[src/rtl/uart_frame_parser.sv]
// Frame parser for a byte stream from a UART receiver: SYNC, ADDR, LEN, payload, CHK.
// A frame whose ADDR..CHK bytes sum to zero (mod 256) is replayed as LEN register writes.
module uart_frame_parser #(
  parameter logic [7:0]        SYNC    = 8'hA5,
  parameter int                MAXLEN  = 16,
  parameter int                TOUT_N  = 16,
  parameter logic [TOUT_N-1:0] TIMEOUT = TOUT_N'(50000)
) (
  input  logic       Clk,
  input  logic       Reset,
  input  logic [7:0] RxData,
  input  logic       RxReady,
  output logic       RxAck,
  output logic [7:0] WrAddr,
  output logic [7:0] WrData,
  output logic       WrEn,
  output logic       FrameOK,
  output logic       FrameErr,
  output logic       Busy
);

  localparam int AW    = (MAXLEN > 1) ? $clog2(MAXLEN) : 1;
  localparam int CW    = $clog2(MAXLEN + 1);
  localparam int DEPTH = 1 << AW;

  typedef enum logic [2:0] {
    S_IDLE,
    S_ADDR,
    S_LEN,
    S_PAYLOAD,
    S_CHECK,
    S_WRITE
  } state_t;

  state_t            state_q;
  logic              rx_ack_q;
  logic              rx_low_q;
  logic              wr_en_q;
  logic              frame_ok_q;
  logic              frame_err_q;
  logic [7:0]        base_q;
  logic [7:0]        chk_q;
  logic [7:0]        wr_addr_q;
  logic [7:0]        wr_data_q;
  logic [CW-1:0]     len_q;
  logic [CW-1:0]     idx_q;
  logic [TOUT_N-1:0] tout_q;
  logic [7:0]        buf_q [DEPTH];

  logic              accept_d;
  logic              len_ok_d;
  logic              tout_act_d;
  logic              tout_exp_d;
  logic [7:0]        chk_d;
  logic [7:0]        rd_data_d;
  logic [7:0]        wr_addr_d;

  // A byte is taken only once the receiver has dropped RxReady since the last ack.
  assign accept_d   = RxReady && !rx_ack_q && rx_low_q && (state_q != S_WRITE);
  assign chk_d      = chk_q + RxData;
  assign len_ok_d   = (RxData != 8'd0) && (RxData <= 8'(MAXLEN));
  assign tout_act_d = state_q inside {S_ADDR, S_LEN, S_PAYLOAD, S_CHECK};
  assign tout_exp_d = tout_act_d && !accept_d && (tout_q <= TOUT_N'(1));
  assign rd_data_d  = buf_q[idx_q[AW-1:0]];
  assign wr_addr_d  = base_q + 8'(idx_q);

  assign RxAck    = rx_ack_q;
  assign WrAddr   = wr_addr_q;
  assign WrData   = wr_data_q;
  assign WrEn     = wr_en_q;
  assign FrameOK  = frame_ok_q;
  assign FrameErr = frame_err_q;
  assign Busy     = (state_q != S_IDLE);

  always_ff @(posedge Clk) begin
    if (accept_d && (state_q == S_PAYLOAD)) begin
      buf_q[idx_q[AW-1:0]] <= RxData;
    end
  end

  always_ff @(posedge Clk or posedge Reset) begin
    if (Reset) begin
      state_q     <= S_IDLE;
      rx_ack_q    <= 1'b0;
      rx_low_q    <= 1'b1;
      wr_en_q     <= 1'b0;
      frame_ok_q  <= 1'b0;
      frame_err_q <= 1'b0;
      base_q      <= 8'd0;
      chk_q       <= 8'd0;
      wr_addr_q   <= 8'd0;
      wr_data_q   <= 8'd0;
      len_q       <= '0;
      idx_q       <= '0;
      tout_q      <= '0;
    end else begin
      rx_ack_q    <= accept_d;
      wr_en_q     <= 1'b0;
      frame_ok_q  <= 1'b0;
      frame_err_q <= 1'b0;

      if (accept_d) begin
        rx_low_q <= 1'b0;
      end else if (!RxReady) begin
        rx_low_q <= 1'b1;
      end

      case (state_q)
        S_IDLE: begin
          if (accept_d && (RxData == SYNC)) begin
            state_q <= S_ADDR;
          end
        end
        S_ADDR: begin
          if (accept_d) begin
            base_q  <= RxData;
            chk_q   <= RxData;
            state_q <= S_LEN;
          end
        end
        S_LEN: begin
          if (accept_d) begin
            if (len_ok_d) begin
              len_q   <= RxData[CW-1:0];
              chk_q   <= chk_d;
              idx_q   <= '0;
              state_q <= S_PAYLOAD;
            end else begin
              frame_err_q <= 1'b1;
              state_q     <= S_IDLE;
            end
          end
        end
        S_PAYLOAD: begin
          if (accept_d) begin
            chk_q <= chk_d;
            idx_q <= idx_q + CW'(1);
            if (idx_q == len_q - CW'(1)) begin
              state_q <= S_CHECK;
            end
          end
        end
        S_CHECK: begin
          if (accept_d) begin
            if (chk_d == 8'd0) begin
              // First write goes out in the very next cycle, straight from buffer slot 0.
              wr_en_q    <= 1'b1;
              wr_addr_q  <= base_q;
              wr_data_q  <= buf_q[AW'(0)];
              frame_ok_q <= (len_q == CW'(1));
              idx_q      <= CW'(1);
              state_q    <= S_WRITE;
            end else begin
              frame_err_q <= 1'b1;
              state_q     <= S_IDLE;
            end
          end
        end
        S_WRITE: begin
          if (idx_q != len_q) begin
            wr_en_q    <= 1'b1;
            wr_addr_q  <= wr_addr_d;
            wr_data_q  <= rd_data_d;
            frame_ok_q <= (idx_q == len_q - CW'(1));
            idx_q      <= idx_q + CW'(1);
          end else begin
            state_q <= S_IDLE;
          end
        end
        default: state_q <= S_IDLE;
      endcase

      // An accepted byte in the expiry cycle reloads the counter instead of timing out.
      if (tout_exp_d) begin
        frame_err_q <= 1'b1;
        state_q     <= S_IDLE;
        tout_q      <= '0;
      end else if (accept_d) begin
        tout_q <= TIMEOUT;
      end else if (tout_act_d) begin
        tout_q <= tout_q - TOUT_N'(1);
      end
    end
  end

endmodule

[config.mk]
export PLATFORM = sky130hd
export DESIGN_NAME = uart_frame_parser
export DESIGN_NICKNAME = d
export VERILOG_FILES = /design/src/rtl/uart_frame_parser.sv
export SDC_FILE = /design/constraint.sdc
export NUM_CORES = 1
export LEC_CHECK = 0
export BUFFER_PORTS_ARGS = -buffer_cell sky130_fd_sc_hd__buf_4
export CAP_MARGIN = 15
export CORE_MARGIN = 5
export CORE_UTILIZATION = 60
export CTS_CLUSTER_SIZE = 12
export DETAILED_ROUTE_END_ITERATION = 8
export HOLD_SLACK_MARGIN = 0.12
export PLACE_DENSITY = 0.78
export RECOVER_POWER = 100
export SLEW_MARGIN = 15
export SYNTH_ARGS = -nofsm -noshare
export SYNTH_HDL_FRONTEND = slang
export SYNTH_SLANG_ARGS = --single-unit
[constraint.sdc]
create_clock -name Clk -period 3.4 [get_ports Clk]
set_clock_uncertainty 0.15 [all_clocks]
set_input_delay 0.34 -clock Clk [delete_from_list [all_inputs] [get_ports Clk]]
set_output_delay 0.34 -clock Clk [all_outputs]
set_load 0.1 [all_outputs]
[Word level (Yosys, flattened, before mapping)]
Memory sizes are Yosys's and may differ from the RTL's.
Index checks and enable logic that the tools add are counted.
Storage, ports and cells
  bits in registers: 66
  RAM bits: 128
  input port bits: 11
  output and inout bits: 21
  logic and storage cells: 123
  memories kept: 1
Operators by class
  add/subtract/negate cells: 5
  magnitude comparators: 2
  eq/ne operators: 25
  multiplexer cells: 52
  reductions and logical operators: 25
Memories
  buf_q: depth 16, width 8, rd ports 2, clocked after Yosys merged registers in 0, write ports 1, RTL line 48  | logic [7:0] buf_q [DEPTH];
Operator list (number)
  $mux W8: 10
  $mux W16: 3
  $pmux W8 S2: 2
  $mux W5: 6
  $mux W3: 9
  $pmux W8 S3: 1
  $ne A3 B3 Y1 const B: 7
  $pmux W5 S4: 1
  $pmux W3 S6: 1
  $le A16 B1 Y1 const B: 1
  $sub A16 B1 Y16 const B: 1
  $mux W1: 15
  $reduce_and A7 Y1: 2
  $ne A2 B2 Y1 const B: 6
  $reduce_bool A3 Y1: 3
  $add A8 B5 Y8: 1
  $add A8 B8 Y8: 1
  $eq A8 B8 Y1 const B: 1
  $le A8 B5 Y1 const B: 1
  $logic_and A1 B1 Y1: 8
  $logic_not A8 Y1: 1
  $reduce_bool A4 Y1: 2
  $reduce_bool A8 Y1: 1
  $eq A3 B2 Y1 const B: 2
  other kinds (18): 23

[Depth between registers and ports, before layout]
  depth in word-level cells: 9
  mapped depth: 11
  gate-level depth less buffers: 10

[Worst setup path after synthesis]
Ideal clock, no wire load.
  path kind: register -> register
  start: register chk_q[0]
  end: register wr_addr_q[1] (netlist: WrAddr[1])
  library setup time: 0.125 ns
  arrival: 2.628 ns
  required time: 3.125 ns
  slack: 0.496 ns
  cell stages (with the launch flop): 12
  buffers on the path: 2
  clock period less this slack: 2.904 ns
  cell sequence: dfrtp_1 -> ha_1 -> fa_1 -> a211oi_2 -> or4b_1 -> nand4_2 -> nor3_4 -> a21oi_2 -> or2_1 -> buf_6 -> buf_12 -> mux2_4
Between the ends
  cells in the longest elaborated chain, start to end: 4
Ends and longest elaborated chain
  from (decl): RTL line 42  | logic [7:0] chk_q;
  from (signal assigned): RTL line 117  | chk_q <= RxData;
  from (signal assigned): RTL line 125  | chk_q <= chk_d;
  from (signal assigned): RTL line 136  | chk_q <= chk_d;
  $add A8 B8 Y8: RTL line 60  | assign chk_d = chk_q + RxData;
  $logic_not A8 Y1: RTL line 145  | if (chk_d == 8'd0) begin
  $ne A2 B1 Y1 (no line)
  $reduce_and A4 Y1 (no line)
  to (signal assigned): RTL line 148  | wr_addr_q <= base_q;
  to (signal assigned): RTL line 162  | wr_addr_q <= wr_addr_d;
  to (decl): RTL line 43  | logic [7:0] wr_addr_q;
Every way passes these cells.
A chain may end at the register's enable or synchronous reset.

[Final worst setup path]
Same ends and word-level chain as after synthesis.

==> qor.yml <==
outcome: "finished, final reports clean"
cts_made_buffers: 17
finalNetCount: 763
finalSetupViolCount: 0
reg2reg_depth: 9
max_clock_freq_ghz: 0.313
tightest_slew_ns: 1.19
ant_nets: 0
netlist_area_um2: 9070
cp-end-kind: "flop"
synth_ff_type: "edfxtp_1"
busiest_layer: "met2"
cp.arrival_ns: 3.35
synthCells: 681
grt-ovfl-total: 0
track_usage_pct: 23.7
cp_slowest_stage_delay_ns: 0.46
critPathCapture: "WrAddr[1]$_DFFE_PP0P_"
crit_family: "simple AND/OR/NAND/NOR gates"
worstSetupPathDepth: 9
synthArstFlopShare_pct: 34.0
synth_area_per_cell_um2: 13.3
antenna_found_initial: 0
initial_utilization_pct: 60.3
synth.most_common_cell: "edfxtp_1"
min_path_type: "input pin to flop"
n_antenna_cell: 0
via_per_inst: 6.36
reg2reg_to: "WrAddr[1]$_DFFE_PP0P_"
fin_crit_ns: 3.19
post-route-cell-area_um2: 10000
final_util_pct: 66.6
path_max_fanout: 17
synth-edff-count: 128
grt_max_degree: 40
clock-root-buffer: "clkbuf_16"
synth_top_area_share_pct: 42.4
gr-usage-met2_pct: 36.5
synth_common_cells: "edfxtp_1 (128), dfrtp_1 (65), nor2_1 (63)"
synth_warnings: 0
area_growth_pct: 10.3
fillerInstances: 1061
core_area_um2: 15000
synth_fp_nets: 714
r2r_start: "chk_q[0]$_DFFE_PP0P_"
drt_wl_total_um: 20200
globalplace.congestion: 0.881
synth_seq_cells: 194
final.setup.tns_ns: 0
critPathSlowestCell: "or2_2"
wl_per_cell_um: 21.7
worstSetupPathType: "flop to flop"
cts_max_level: 4
drt_first_pass_iters: 5
worstPathCellList: "ha_1 -> fa_1 -> a211oi_2 -> or4b_1 -> nand4_1 -> nor3_4 -> a21oi_2 -> or2_2 -> mux2_1"
die_x_um: 133
clock-sinks: 194
drive_gt1_share_pct: 14.2
rrSetupSlack_ns: 0.21
grt_pass1_vias: 5755
met1_usage_pct: 34.6
cp-start-kind: "flop"
cp.required_ns: 3.56
final-max-slew-violation-count: 0
p_leak_nw: 3.54
ys_seq_area_share_pct: 60.6
post_synth_num_cell_types: 71
fin_crit_sh_pct: 94.0
critPathBufInv: 0
num_rows: 45
critPathLaunch: "chk_q[0]$_DFFE_PP0P_"
cts_tree: "yes"
remaining_drc_errors: 0
drv_cap: 0
powerDensity_nw_per_um2: 818
yosys-top-cells-area: "edfxtp_1 (42%), dfrtp_1 (18%), mux4_2 (6.0%)"
clkSlewWorstSetupHoldPaths_ns: 0.07
ios: 32
ir_drop_uv: 469
die_y_um: 133
placed_area_um2: 9600
dp_hpwl_um: 13200
use_met3_pct: 4.11
vias: 5914
insertion_delay_ns: 0.43
postCtsSetupBuffers: 0
hold_viol: 0
cts_max_path_buffers: 2
grt_pass1_wl_um: 32400
drt_iter0_drc: 673
io_buffers: 31
post-synth-top-area-cell: "edfxtp_1"
rsz0062_at_grt: "no"
dieArea_um2: 17700
slew_headroom_pct: 21.0
-- cell type report --
type                    instances  area [µm²]  area share, %
inverters                      24        90.1          0.900
clock buffers                  18         429           4.29
flip-flops and latches        194        5500           55.0
repair buffers                 60         299           2.99
well taps                     188         235           2.35
clock inverters                13         158           1.58
multi-input cells             433        3290           32.9
-- power breakdown --
part           leakage, nW  internal (W)  switching [W]  total (W)
clock                0.279       0.00110       0.000890    0.00198
sequential            1.96       0.00282       0.000244    0.00306
combinational         1.30      0.000956        0.00218    0.00314
total                 3.54       0.00487        0.00332    0.00819
-- routing by layer --
metal | wire (µm) | up-vias | share of wire (%)
li1 | - | 2676 | -
met1 | 8710 | 2941 | 43
met2 | 9660 | 258 | 48
met3 | 1330 | 39 | 6.6
met4 | 476 | 0 | 2.4
met5 | 0 | - | 0
-- stage by stage --
step	hold slack (ns)	power [W]	setup slack, ns	cells
floorplan	0.242	0.00566	0.496	681
global placement	0.303	0.00628	0.109	896
detailed placement	0.322	0.00640	-0.0184	896
CTS	0.148	0.00839	0.0283	930
global route	0.360	0.00861	0.0742	930
finish	0.315	0.00819	0.205	930
-- timing repair --
action / 4_1_cts / 5_1_grt
hold endpoints to repair: 31 / 0
hold buffers: 3 / 0
endpoints found under the setup margin: 0 / 9
resized for setup: 0 / 1
-- sequential cells by signal, indices dropped and copies added (netlist names) --
signal and flops:
base_q 8, RxAck 1, WrAddr 8, FrameErr 1, chk_q 8, FrameOK 1, rx_low_q 1, WrEn 1
state_q 3, WrData 8, tout_q 16, len_q 5, buf_q 128, idx_q 5
-- cells in the final DEF (no fill, tap or decap), drive strengths merged, types with 12 or more instances in the layout --
master,synthesis,final
mux4,24,24
inv,23,26
mux2i,23,23
a31oi,15,15
o21ai,34,34
nor2,63,63
xnor2,13,13
mux2,27,27
ha,20,20
xor2,12,12
clkbuf,20,67
nand2,46,46
edfxtp,128,128
a21oi,33,33
dfrtp,65,65
nor3,17,17
-- how the worst min path moves through the flow --
stage | startpoint | to | slack, ns | cells past startpoint
3_5_place_dp | Reset | WrAddr[3]$_DFFE_PP0P_ | 0.32 | 2
5_1_grt | RxData[0] | chk_q[0]$_DFFE_PP0P_ | 0.36 | 4
4_1_cts | RxData[7] | buf_q[12][7]$_DFFE_PP_ | 0.15 | 1
3_3_place_gp | rx_low_q$_DFFE_PP1P_ | rx_low_q$_DFFE_PP1P_ | 0.30 | 2
6_report | RxData[0] | chk_q[0]$_DFFE_PP0P_ | 0.32 | 4
2_1_floorplan | RxReady | rx_low_q$_DFFE_PP1P_ | 0.24 | 1
-- kinds of logic (layout without fill, tap and decap cells) --
group / after synthesis / in the layout / share of synthesized area [%]
muxes: 74 / 74 / 12.1
and+or+nand+nor: 182 / 182 / 9.96
adders and majority gates: 22 / 22 / 3.20
buffers and inverters: 54 / 115 / 2.58
xor gates and xnor gates: 25 / 25 / 2.41
AOI/OAI and AO/OA: 130 / 130 / 9.13
DFF: 194 / 194 / 60.6
-- worst reg2reg max path, delay by kind of cell, from the launching register on --
| kind | cells | cell delay (ns) |
|---|---|---|
| compound gates | 2 | 0.42 |
| fa+ha+maj | 2 | 0.65 |
| flops | 1 | 0.39 |
| mux | 1 | 0.38 |
| simple gates | 4 | 1.09 |
Power figures use the tool's default switching activity.
